**src/rtl/ft600_bus_sched_pkg.sv**
```systemverilog
// ---------------------------------------------------------------------------
// ft600_pkg : shared types and constants for the FT600 bus scheduler
// Revision  : 1.0
// ---------------------------------------------------------------------------
`default_nettype none

package ft600_pkg;

  localparam int          DATA_W_DEF = 16;
  localparam int          CNT_W      = 16;
  localparam logic [1:0]  BE_ALL     = 2'b11;
  localparam logic        DIR_RX     = 1'b0;
  localparam logic        DIR_TX     = 1'b1;

  typedef enum logic [2:0] {
    ST_IDLE   = 3'd0,
    ST_RX_OE  = 3'd1,
    ST_RX     = 3'd2,
    ST_RX_END = 3'd3,
    ST_TX     = 3'd4
  } state_e;

endpackage

`default_nettype wire

```
**src/rtl/ft600_bus_sched_if.sv**
```systemverilog
// ---------------------------------------------------------------------------
// ft600_bus_sched_if : FT600 pin-side and FIFO-side signals of the scheduler
// Revision           : 1.0
// ---------------------------------------------------------------------------
`default_nettype none

interface ft600_bus_sched_if
  import ft600_pkg::*;
#(
  parameter int DATA_W = DATA_W_DEF
);

  logic              ft_rxf_n;
  logic              ft_txe_n;
  logic [DATA_W-1:0] ft_data_in;
  logic [DATA_W-1:0] ft_data_out;
  logic              ft_data_oe;
  logic [1:0]        ft_be_out;
  logic              ft_oe_n;
  logic              ft_rd_n;
  logic              ft_wr_n;
  logic [DATA_W-1:0] rx_data;
  logic              rx_wr_en;
  logic              rx_afull;
  logic [DATA_W-1:0] tx_data;
  logic              tx_empty;
  logic              tx_rd_en;

  modport master (
    input  ft_rxf_n, ft_txe_n, ft_data_in, rx_afull, tx_data, tx_empty,
    output ft_data_out, ft_data_oe, ft_be_out, ft_oe_n, ft_rd_n, ft_wr_n,
           rx_data, rx_wr_en, tx_rd_en
  );

  modport slave (
    output ft_rxf_n, ft_txe_n, ft_data_in, rx_afull, tx_data, tx_empty,
    input  ft_data_out, ft_data_oe, ft_be_out, ft_oe_n, ft_rd_n, ft_wr_n,
           rx_data, rx_wr_en, tx_rd_en
  );

endinterface

`default_nettype wire

```
**src/rtl/ft600_bus_sched_burst_cnt.sv**
```systemverilog
// ---------------------------------------------------------------------------
// ft600_burst_cnt : per-grant word counter with burst-limit detection
// Revision        : 1.0
// ---------------------------------------------------------------------------
`default_nettype none

module ft600_burst_cnt
  import ft600_pkg::*;
#(
  parameter int MAX_BURST = 64
) (
  input  logic clk,
  input  logic rst_n,
  input  logic clr_i,
  input  logic inc_i,
  output logic hit_o
);

  localparam logic [CNT_W-1:0] LAST_IDX = CNT_W'(MAX_BURST - 1);

  logic [CNT_W-1:0] cnt_q;
  logic [CNT_W-1:0] cnt_d;

  // Hit flags the transfer that completes the burst, so exit happens at its edge.
  assign hit_o = inc_i && (cnt_q == LAST_IDX);

  always_comb begin
    cnt_d = cnt_q;
    if (clr_i) begin
      cnt_d = '0;
    end else if (inc_i) begin
      cnt_d = cnt_q + CNT_W'(1);
    end
  end

  always_ff @(posedge clk or negedge rst_n) begin
    if (!rst_n) begin
      cnt_q <= '0;
    end else begin
      cnt_q <= cnt_d;
    end
  end

endmodule

`default_nettype wire

```
**src/rtl/ft600_bus_sched.sv**
```systemverilog
// ---------------------------------------------------------------------------
// ft600_bus_sched : half-duplex direction scheduler for the FT600 245 FIFO bus
//                   Optional FT600_STATS_EN adds rx_count / tx_count outputs.
// Revision        : 1.0
// ---------------------------------------------------------------------------
`default_nettype none

module ft600_bus_sched
  import ft600_pkg::*;
#(
  parameter int DATA_W    = DATA_W_DEF,
  parameter int MAX_BURST = 64
) (
  input  logic               clk,
  input  logic               rst_n,
  ft600_bus_sched_if.master  bus,
  output logic               busy
`ifdef FT600_STATS_EN
  ,
  output logic [31:0]        rx_count,
  output logic [31:0]        tx_count
`endif
);

  state_e            state_q;
  state_e            state_d;
  logic              last_dir_q;
  logic              last_dir_d;
  logic              rx_req;
  logic              tx_req;
  logic              rx_xfer;
  logic              tx_xfer;
  logic              cnt_clr;
  logic              cnt_hit;
  logic [DATA_W-1:0] tx_word;

  assign rx_req  = !bus.ft_rxf_n && !bus.rx_afull;
  assign tx_req  = !bus.ft_txe_n && !bus.tx_empty;
  assign tx_word = bus.tx_data;

  always_ff @(posedge clk or negedge rst_n) begin
    if (!rst_n) begin
      state_q    <= ST_IDLE;
      last_dir_q <= DIR_TX;
    end else begin
      state_q    <= state_d;
      last_dir_q <= last_dir_d;
    end
  end

  // On a tie the direction not served last wins, so neither side starves.
  always_comb begin
    state_d    = state_q;
    last_dir_d = last_dir_q;
    unique case (state_q)
      ST_IDLE: begin
        if (rx_req && (!tx_req || last_dir_q == DIR_TX)) begin
          state_d    = ST_RX_OE;
          last_dir_d = DIR_RX;
        end else if (tx_req) begin
          state_d    = ST_TX;
          last_dir_d = DIR_TX;
        end
      end
      ST_RX_OE:  state_d = ST_RX;
      ST_RX: begin
        if (bus.ft_rxf_n || bus.rx_afull || cnt_hit) begin
          state_d = ST_RX_END;
        end
      end
      ST_RX_END: state_d = ST_IDLE;
      ST_TX: begin
        if (bus.ft_txe_n || bus.tx_empty || cnt_hit) begin
          state_d = ST_IDLE;
        end
      end
      default:   state_d = ST_IDLE;
    endcase
  end

  always_comb begin
    bus.ft_oe_n     = 1'b1;
    bus.ft_rd_n     = 1'b1;
    bus.ft_data_oe  = 1'b0;
    bus.ft_be_out   = 2'b00;
    bus.ft_data_out = '0;
    rx_xfer         = 1'b0;
    tx_xfer         = 1'b0;
    unique case (state_q)
      ST_RX_OE: begin
        bus.ft_oe_n = 1'b0;
      end
      ST_RX: begin
        bus.ft_oe_n = 1'b0;
        bus.ft_rd_n = 1'b0;
        rx_xfer     = !bus.ft_rxf_n;
      end
      ST_TX: begin
        bus.ft_data_oe  = 1'b1;
        bus.ft_be_out   = BE_ALL;
        bus.ft_data_out = tx_word;
        tx_xfer         = tx_req;
      end
      default: ;
    endcase
    bus.rx_wr_en = rx_xfer;
    bus.tx_rd_en = tx_xfer;
    bus.ft_wr_n  = !tx_xfer;
  end

  assign bus.rx_data = bus.ft_data_in;
  assign busy        = (state_q != ST_IDLE);
  assign cnt_clr     = (state_q == ST_IDLE) && (state_d != ST_IDLE);

  ft600_burst_cnt #(
    .MAX_BURST (MAX_BURST)
  ) u_burst_cnt (
    .clk   (clk),
    .rst_n (rst_n),
    .clr_i (cnt_clr),
    .inc_i (rx_xfer || tx_xfer),
    .hit_o (cnt_hit)
  );

`ifdef FT600_STATS_EN
  logic [31:0] rx_count_q;
  logic [31:0] tx_count_q;

  always_ff @(posedge clk or negedge rst_n) begin
    if (!rst_n) begin
      rx_count_q <= '0;
      tx_count_q <= '0;
    end else begin
      if (rx_xfer) rx_count_q <= rx_count_q + 32'd1;
      if (tx_xfer) tx_count_q <= tx_count_q + 32'd1;
    end
  end

  assign rx_count = rx_count_q;
  assign tx_count = tx_count_q;
`endif

endmodule

`default_nettype wire

```
**src/flat_wrapper.sv**
```systemverilog
// flat-port wrapper written by rule: the top's interface ports become plain ports
module ft600_bus_sched_flat import ft600_pkg::*;
#(
  parameter int DATA_W    = DATA_W_DEF,
  parameter int MAX_BURST = 64
)
  (clk, rst_n, busy, bus_ft_rxf_n, bus_ft_txe_n, bus_ft_data_in, bus_rx_afull, bus_tx_data, bus_tx_empty, bus_ft_data_out, bus_ft_data_oe, bus_ft_be_out, bus_ft_oe_n, bus_ft_rd_n, bus_ft_wr_n, bus_rx_data, bus_rx_wr_en, bus_tx_rd_en);
  ft600_bus_sched_if #(.DATA_W(DATA_W)) bus_i ();
  input  logic clk;
  input  logic rst_n;
  output logic busy;
  input wire logic [$bits(bus_i.ft_rxf_n)-1:0] bus_ft_rxf_n;
  input wire logic [$bits(bus_i.ft_txe_n)-1:0] bus_ft_txe_n;
  input wire logic [$bits(bus_i.ft_data_in)-1:0] bus_ft_data_in;
  input wire logic [$bits(bus_i.rx_afull)-1:0] bus_rx_afull;
  input wire logic [$bits(bus_i.tx_data)-1:0] bus_tx_data;
  input wire logic [$bits(bus_i.tx_empty)-1:0] bus_tx_empty;
  output wire logic [$bits(bus_i.ft_data_out)-1:0] bus_ft_data_out;
  output wire logic [$bits(bus_i.ft_data_oe)-1:0] bus_ft_data_oe;
  output wire logic [$bits(bus_i.ft_be_out)-1:0] bus_ft_be_out;
  output wire logic [$bits(bus_i.ft_oe_n)-1:0] bus_ft_oe_n;
  output wire logic [$bits(bus_i.ft_rd_n)-1:0] bus_ft_rd_n;
  output wire logic [$bits(bus_i.ft_wr_n)-1:0] bus_ft_wr_n;
  output wire logic [$bits(bus_i.rx_data)-1:0] bus_rx_data;
  output wire logic [$bits(bus_i.rx_wr_en)-1:0] bus_rx_wr_en;
  output wire logic [$bits(bus_i.tx_rd_en)-1:0] bus_tx_rd_en;
  assign bus_i.ft_rxf_n = bus_ft_rxf_n;
  assign bus_i.ft_txe_n = bus_ft_txe_n;
  assign bus_i.ft_data_in = bus_ft_data_in;
  assign bus_i.rx_afull = bus_rx_afull;
  assign bus_i.tx_data = bus_tx_data;
  assign bus_i.tx_empty = bus_tx_empty;
  assign bus_ft_data_out = bus_i.ft_data_out;
  assign bus_ft_data_oe = bus_i.ft_data_oe;
  assign bus_ft_be_out = bus_i.ft_be_out;
  assign bus_ft_oe_n = bus_i.ft_oe_n;
  assign bus_ft_rd_n = bus_i.ft_rd_n;
  assign bus_ft_wr_n = bus_i.ft_wr_n;
  assign bus_rx_data = bus_i.rx_data;
  assign bus_rx_wr_en = bus_i.rx_wr_en;
  assign bus_tx_rd_en = bus_i.tx_rd_en;
  ft600_bus_sched #(.DATA_W(DATA_W), .MAX_BURST(MAX_BURST)) u_core (.clk(clk), .rst_n(rst_n), .bus(bus_i), .busy(busy));
endmodule
```
**config.mk**
```make
export PLATFORM = sky130hd
export DESIGN_NAME = ft600_bus_sched_flat
export DESIGN_NICKNAME = d
export VERILOG_FILES = /design/src/rtl/ft600_bus_sched_pkg.sv /design/src/rtl/ft600_bus_sched_if.sv /design/src/rtl/ft600_bus_sched_burst_cnt.sv /design/src/rtl/ft600_bus_sched.sv /design/src/flat_wrapper.sv
export SDC_FILE = /design/constraint.sdc
export NUM_CORES = 1
export LEC_CHECK = 0
export CAP_MARGIN = 0
export CORE_AREA = 2 2 56 84
export CTS_BUF_LIST = sky130_fd_sc_hd__clkbuf_16
export CTS_CLUSTER_SIZE = 25
export DETAILED_ROUTE_END_ITERATION = 12
export DIE_AREA = 0 0 58 86
export HOLD_SLACK_MARGIN = 0.1
export PLACE_DENSITY_LB_ADDON = 0.15
export SKIP_CTS_REPAIR_TIMING = 1
export SLEW_MARGIN = 10
export SYNTH_ARGS = -nofsm -noshare
export SYNTH_HDL_FRONTEND = slang
export SYNTH_SLANG_ARGS = --single-unit
export TNS_END_PERCENT = 5
```
**constraint.sdc**
```tcl
create_clock -name clk -period 1.63 [get_ports clk]
set_input_delay 0.326 -clock clk [delete_from_list [all_inputs] [get_ports clk]]
set_output_delay 0.326 -clock clk [all_outputs]
set_load 0.01 [all_outputs]
```
Word-level counts from Yosys, hierarchy flattened
Index checks and enable logic that the tools add are counted.
Widths: inputs -> output; s select.
{ "totals": {"regBits": 20, "inputBits": 38, "out_inout_bits": 41, "wordCells": 48} }
{ "op_classes": {"n_addsub": 1, "eq_ne": 4, "n_mux": 16, "reduce_logical": 24} }
{ "op_table": {"columns": ["cell", "count"], "rows": [
  ["$mux 16", 3],
  ["$add 16x1->16 const B", 1],
  ["$eq 16x6->1 const B", 1],
  ["$mux 3", 4],
  ["$pmux 3 s4", 1],
  ["$mux 1", 7],
  ["$logic_not 1->1", 6],
  ["$logic_or 1x1->1", 6],
  ["$reduce_bool 3->1", 2],
  ["$logic_and 1x1->1", 5],
  ["$reduce_bool 2->1", 2],
  ["$eq 3x1->1 const B", 1],
  ["$eq 3x2->1 const B", 1],
  ["$eq 3x3->1 const B", 1],
  ["$logic_not 3->1", 1],
  ["$mux 2", 1],
  ["$reduce_and 2->1", 1],
  ["$reduce_or 2->1", 1]
]} }

Depth between registers and ports, before layout
Gate-level depths: netlist of run 1.
{ "logic_depth": {"ltp_word": 11, "depth_mapped": 6, "mapped_depth_nobuf": 5} }

Modules after synthesis
A second synthesis of run 1 with hierarchy kept.
{ "unflattened": {"hier_cells": 150, "area_unflattened_um2": 1353.8} }
{ "by_module_without_submodules": {"columns": ["module", "instances", "cells_per_inst", "area_each_um2", "seq_area_each_um2"], "rows": [
  ["ft600_burst_cnt", 1, 87, 857.1, 400.4],
  ["ft600_bus_sched", 1, 63, 496.7, 101.3]
]} }

Worst setup path after synthesis of run 1
OpenSTA, ideal clock, no wires.
{ "synth_path": {"path_kind": "register -> output", "start": "register u_core.state_q[1]", "end": "output bus_tx_rd_en", "t_arrival_ps": 1648, "required_time_ps": 1304, "path_slack_ps": -344, "path_stages_with_launch": 6, "n_path_buf": 2, "path_cell_list": "dfrtp_1 > buf_2 > nor3b_1 > clkbuf_1 > nand2_1 > inv_1"} }
{ "synth_between": {"elab_chain_cells": 2} }
{ "synth_lines": {"columns": ["item", "line", "source"], "rows": [
  ["start, declared", "ft600_bus_sched.sv:25", "state_e state_q;"],
  ["start signal, assigned", "ft600_bus_sched.sv:46", "state_q <= state_d;"],
  ["$eq 3x3->1", "ft600_bus_sched.sv:89", "unique case (state_q)"],
  ["$mux 1", "ft600_bus_sched.sv:89", null],
  ["end, declared", "flat_wrapper.sv:26", "output wire logic [$bits(bus_i.tx_rd_en)-1:0] bus_tx_rd_en;"]
]} }
Every way passes these cells.

Final worst setup path of run 1
{ "layout_path": {"start": "register u_core.state_q[0]", "end": "output bus_ft_data_out[1]"} }
{ "layout_between": {"elab_chain_cells": 2} }
{ "layout_lines": {"columns": ["item", "line", "source"], "rows": [
  ["$eq 3x3->1", "ft600_bus_sched.sv:89", null],
  ["$mux 16", "ft600_bus_sched.sv:89", null],
  ["end, declared", "flat_wrapper.sv:18", "output wire logic [$bits(bus_i.ft_data_out)-1:0] bus_ft_data_out;"]
]} }
Every way passes these cells.

==> results of run 1 <==
-- worst max-delay path: stages, from the launching register on --
cell,delay (ns)
dfrtp_1,0.41
nor3b_4,0.33
buf_4,0.17
buf_6,0.09
buf_4,0.10
and2_1,0.11
buf_2,0.12
-- cell usage in the layout, fill, tap and decap left out, drive strengths merged, types with 3 or more instances in the layout --
cell	instances
a21oi	7
and2	18
buf	55
clkbuf	5
clkdlybuf4s50	18
dfrtp	19
dlymetal6s2s	6
inv	5
mux2i	8
nand2	17
nand3	5
nor2	8
nor3	5
o21ai	5
or3	3
-- layer usage --
metal	vias to the layer above	routed length (um)
met2	66	2350
met5	-	0
met3	12	396
met1	661	1450
met4	0	105
li1	662	-
-- power groups by stage --
stage	Clock, mW	Sequential (mW)	Combinational (mW)
2_1_floorplan	0	0.637	0.464
3_3_place_gp	0	0.636	0.957
3_5_place_dp	0	0.640	0.976
4_1_cts	0.517	0.633	0.980
5_1_grt	0.540	0.652	1.18
6_report	0.508	0.643	1.08
-- kinds of logic (layout without fill, tap and decap cells) --
logic type,count (synthesis),after routing,synth area share
flops,20,20,0.363
simple gates,74,74,0.312
compound gates,24,24,0.119
xor+xnor,3,3,0.0190
buf+inv,26,90,0.120
fa+ha+maj,1,1,0.00904
mux,8,8,0.0579
-- layout make-up --
class                   count  area (um2)  area share
well taps                  46        57.6      0.0268
clock buffers               3        75.1      0.0349
clock inverters             1        3.75     0.00175
inverters                   5        18.8     0.00873
repair buffers             81         681       0.316
flip-flops and latches     20         502       0.233
multi-input cells         110         813       0.378
-- flip-flops by register name, indices dropped and copies added, names as in the netlist --
| name | cells |
|---|---|
| u_core.u_burst_cnt.cnt_q | 16 |
| u_core.state_q | 3 |
| u_core.last_dir_q | 1 |
-- worst max-delay path by stage --
stage | startpoint | endpoint | slack (ns)
after CTS | u_core.state_q[1]$_DFF_PN0_ | bus_ft_data_out[4] | -0.50
after global routing | u_core.state_q[0]$_DFF_PN0_ | bus_ft_data_out[0] | -0.33
final | u_core.state_q[0]$_DFF_PN0_ | bus_ft_data_out[1] | -0.28
after detailed placement | bus_tx_empty | u_core.u_burst_cnt.cnt_q[10]$_DFFE_PN0P_ | -0.44
after global placement | bus_tx_empty | u_core.u_burst_cnt.cnt_q[7]$_DFFE_PN0P_ | -0.43
after floorplan | u_core.state_q[1]$_DFF_PN0_ | bus_tx_rd_en | -0.04
-- per-stage QoR --
stage	total power, mW	TNS, ns	instance area [um2]	utilization	hold slack, ns
2_1_floorplan	1.10	-0.106	1390	-	0.0304
3_3_place_gp	1.59	-9.26	1920	0.455	0.507
3_5_place_dp	1.62	-10.72	1920	0.455	0.511
4_1_cts	2.13	-12.90	2000	0.474	0.343
5_1_grt	2.37	-6.77	2150	0.511	0.354
6_report	2.23	-4.52	2150	0.511	0.338
==> metrics.md, run 1 <==
| Metric | Value |
|---|---|
| Die Y | `86 um` |
| Hold Path Class | `in2async` |
| Die area | `4990 um2` |
| Data required, critical path | `1.30 ns` |
| RSZ-0062 raised after global routing | `true` |
| Non-Filler Instances | `266` |
| Area share of the largest cell type after synthesis | `0.344` |
| DRT Pass-1 Iters | `4` |
| Ports | `between 70 and 80` |
| Top FF cell, synth | `dfrtp_1` |
| R2r worst-path depth | `5` |
| Wire per inst | `16.2 um` |
| # placed instances | `248` |
| H-tree depth | `1` |
| Area contributors post-synth | `dfrtp_1 (34%), buf_4 (9.8%), and2_1 (8.1%)` |
| Sequential share of power | `0.288` |
| Cell taking the most area after synthesis | `dfrtp_1` |
| Slew Viols, Final | `0` |
| Clk buf depth | `2` |
| Crit path DAT | `1.58 ns` |
| Part of the power in combinational logic | `0.485` |
| RR Startpoint | `u_core.state_q[1]$_DFF_PN0_` |
| Filler cells | `roughly 430` |
| Number of CTS-inserted buffers | `3` |
| Register area share after synthesis | `0.363` |
| Post-DRT Antenna Nets | `0` |
| Final wirelength | `approximately 4300 um` |
| Pin slew with the least headroom to its limit | `0.517 ns` |
| Synth Instances | `156` |
| Layout cells sized above 1 | `0.364` |
| Site Rows | `29` |
| Startpoint types | `flip-flop` |
| Initial core utilization | `0.329` |
| Worst setup path class | `reg2out` |
| Async S/R FF share, synth | `1.00` |
| Vias in the first global route | `1,273` |
| Tmin final | `1.91 ns` |
| LEAKAGE | `1.07 nW` |
| Clk sinks | `20` |
| Mapped Area | `1380 um2` |
| Status | `finished, violations left` |
| R2R Path End | `u_core.u_burst_cnt.cnt_q[5]$_DFFE_PN0P_` |
| Max_cap viols | `0` |
| Worst setup margin | `-0.279 ns` |
| Diodes inserted | `0` |
| P per Cell Area | `1040 nW/um2` |
| Initial DRC Count | `40` |
| Die width | `58 um` |
| Syn nets | `a little under 200` |
| All-layer global routing usage | `0.157` |
| Fmax | `between 0.5 and 0.6 GHz` |
| Slew HR | `0.654` |
| NumNets Final | `260` |
| Peak supply drop | `~0.7 mV` |
| Initial antenna violation count | `0` |
| Drt drc | `0` |
| YS warnings | `0` |
| Dpl ws | `-0.443 ns` |
| Final Hold Viols | `0` |
| Crit share post-route | `1.17` |
| Yosys cell types | `43` |
| Via count | `1,401` |
| Setup violators final | `33` |
| Routing usage on met1 | `0.174` |
| Vias/cell | `around 5.3` |
| Yosys reg bits | `20` |
| CP endpoint kind | `output pin` |
| Synth top cells by count | `dfrtp_1 (19), and2_1 (18), buf_4 (18), nand2_1 (17)` |
| Internal power | `1.50 mW` |
| P&R area growth vs syn | `55.4%` |
| Total congestion overflow | `0` |
| First-pass GRT wire length | `6150 um` |
| Reg2reg setup slack | `-0.15 ns` |
| Switching Share | `0.331` |
| Pin count of the biggest net entering global routing | `21` |
| DP HPWL | `a little over 3000 um` |
| Max FO, Critical Path | `5` |
| Synthesized area per cell | `around 8.9 um2` |
| Clock Skews | `0.00179 ns` |
| CTS tree | `yes` |
| M3 GR Usage | `0.0437` |
| Net Sw Power | `between 700 and 800 uW` |
| GRT busiest layer | `met2` |
| Port buffer count | `46` |
| Most numerous cell in the Yosys netlist | `dfrtp_1` |
| Worst-path clk slew | `0.06 ns` |
| M2 GR Usage | `0.273` |
| Placer Congestion | `0.921` |
| CTS Root Cell | `clkbuf_16` |
| Clock Latency Late Sink | `between 0.2 and 0.3 ns` |
| Post-synth EDFFs | `0` |
| Core area | `4210 um2` |
| Clk pwr share | `0.227` |
| Failing checks | `setup timing` |
Power figures use the tool's default switching activity.
==> inputs of run 2 (changes only) <==
--- a/config.mk
+++ b/config.mk
@@ -11,7 +11,6 @@
 export CTS_CLUSTER_SIZE = 25
 export DETAILED_ROUTE_END_ITERATION = 12
 export DIE_AREA = 0 0 58 86
-export HOLD_SLACK_MARGIN = 0.1
 export PLACE_DENSITY_LB_ADDON = 0.15
 export SKIP_CTS_REPAIR_TIMING = 1
 export SLEW_MARGIN = 10
==> results of run 2 <==
The final DEF is identical to that of run 1; final timing and power are the same.
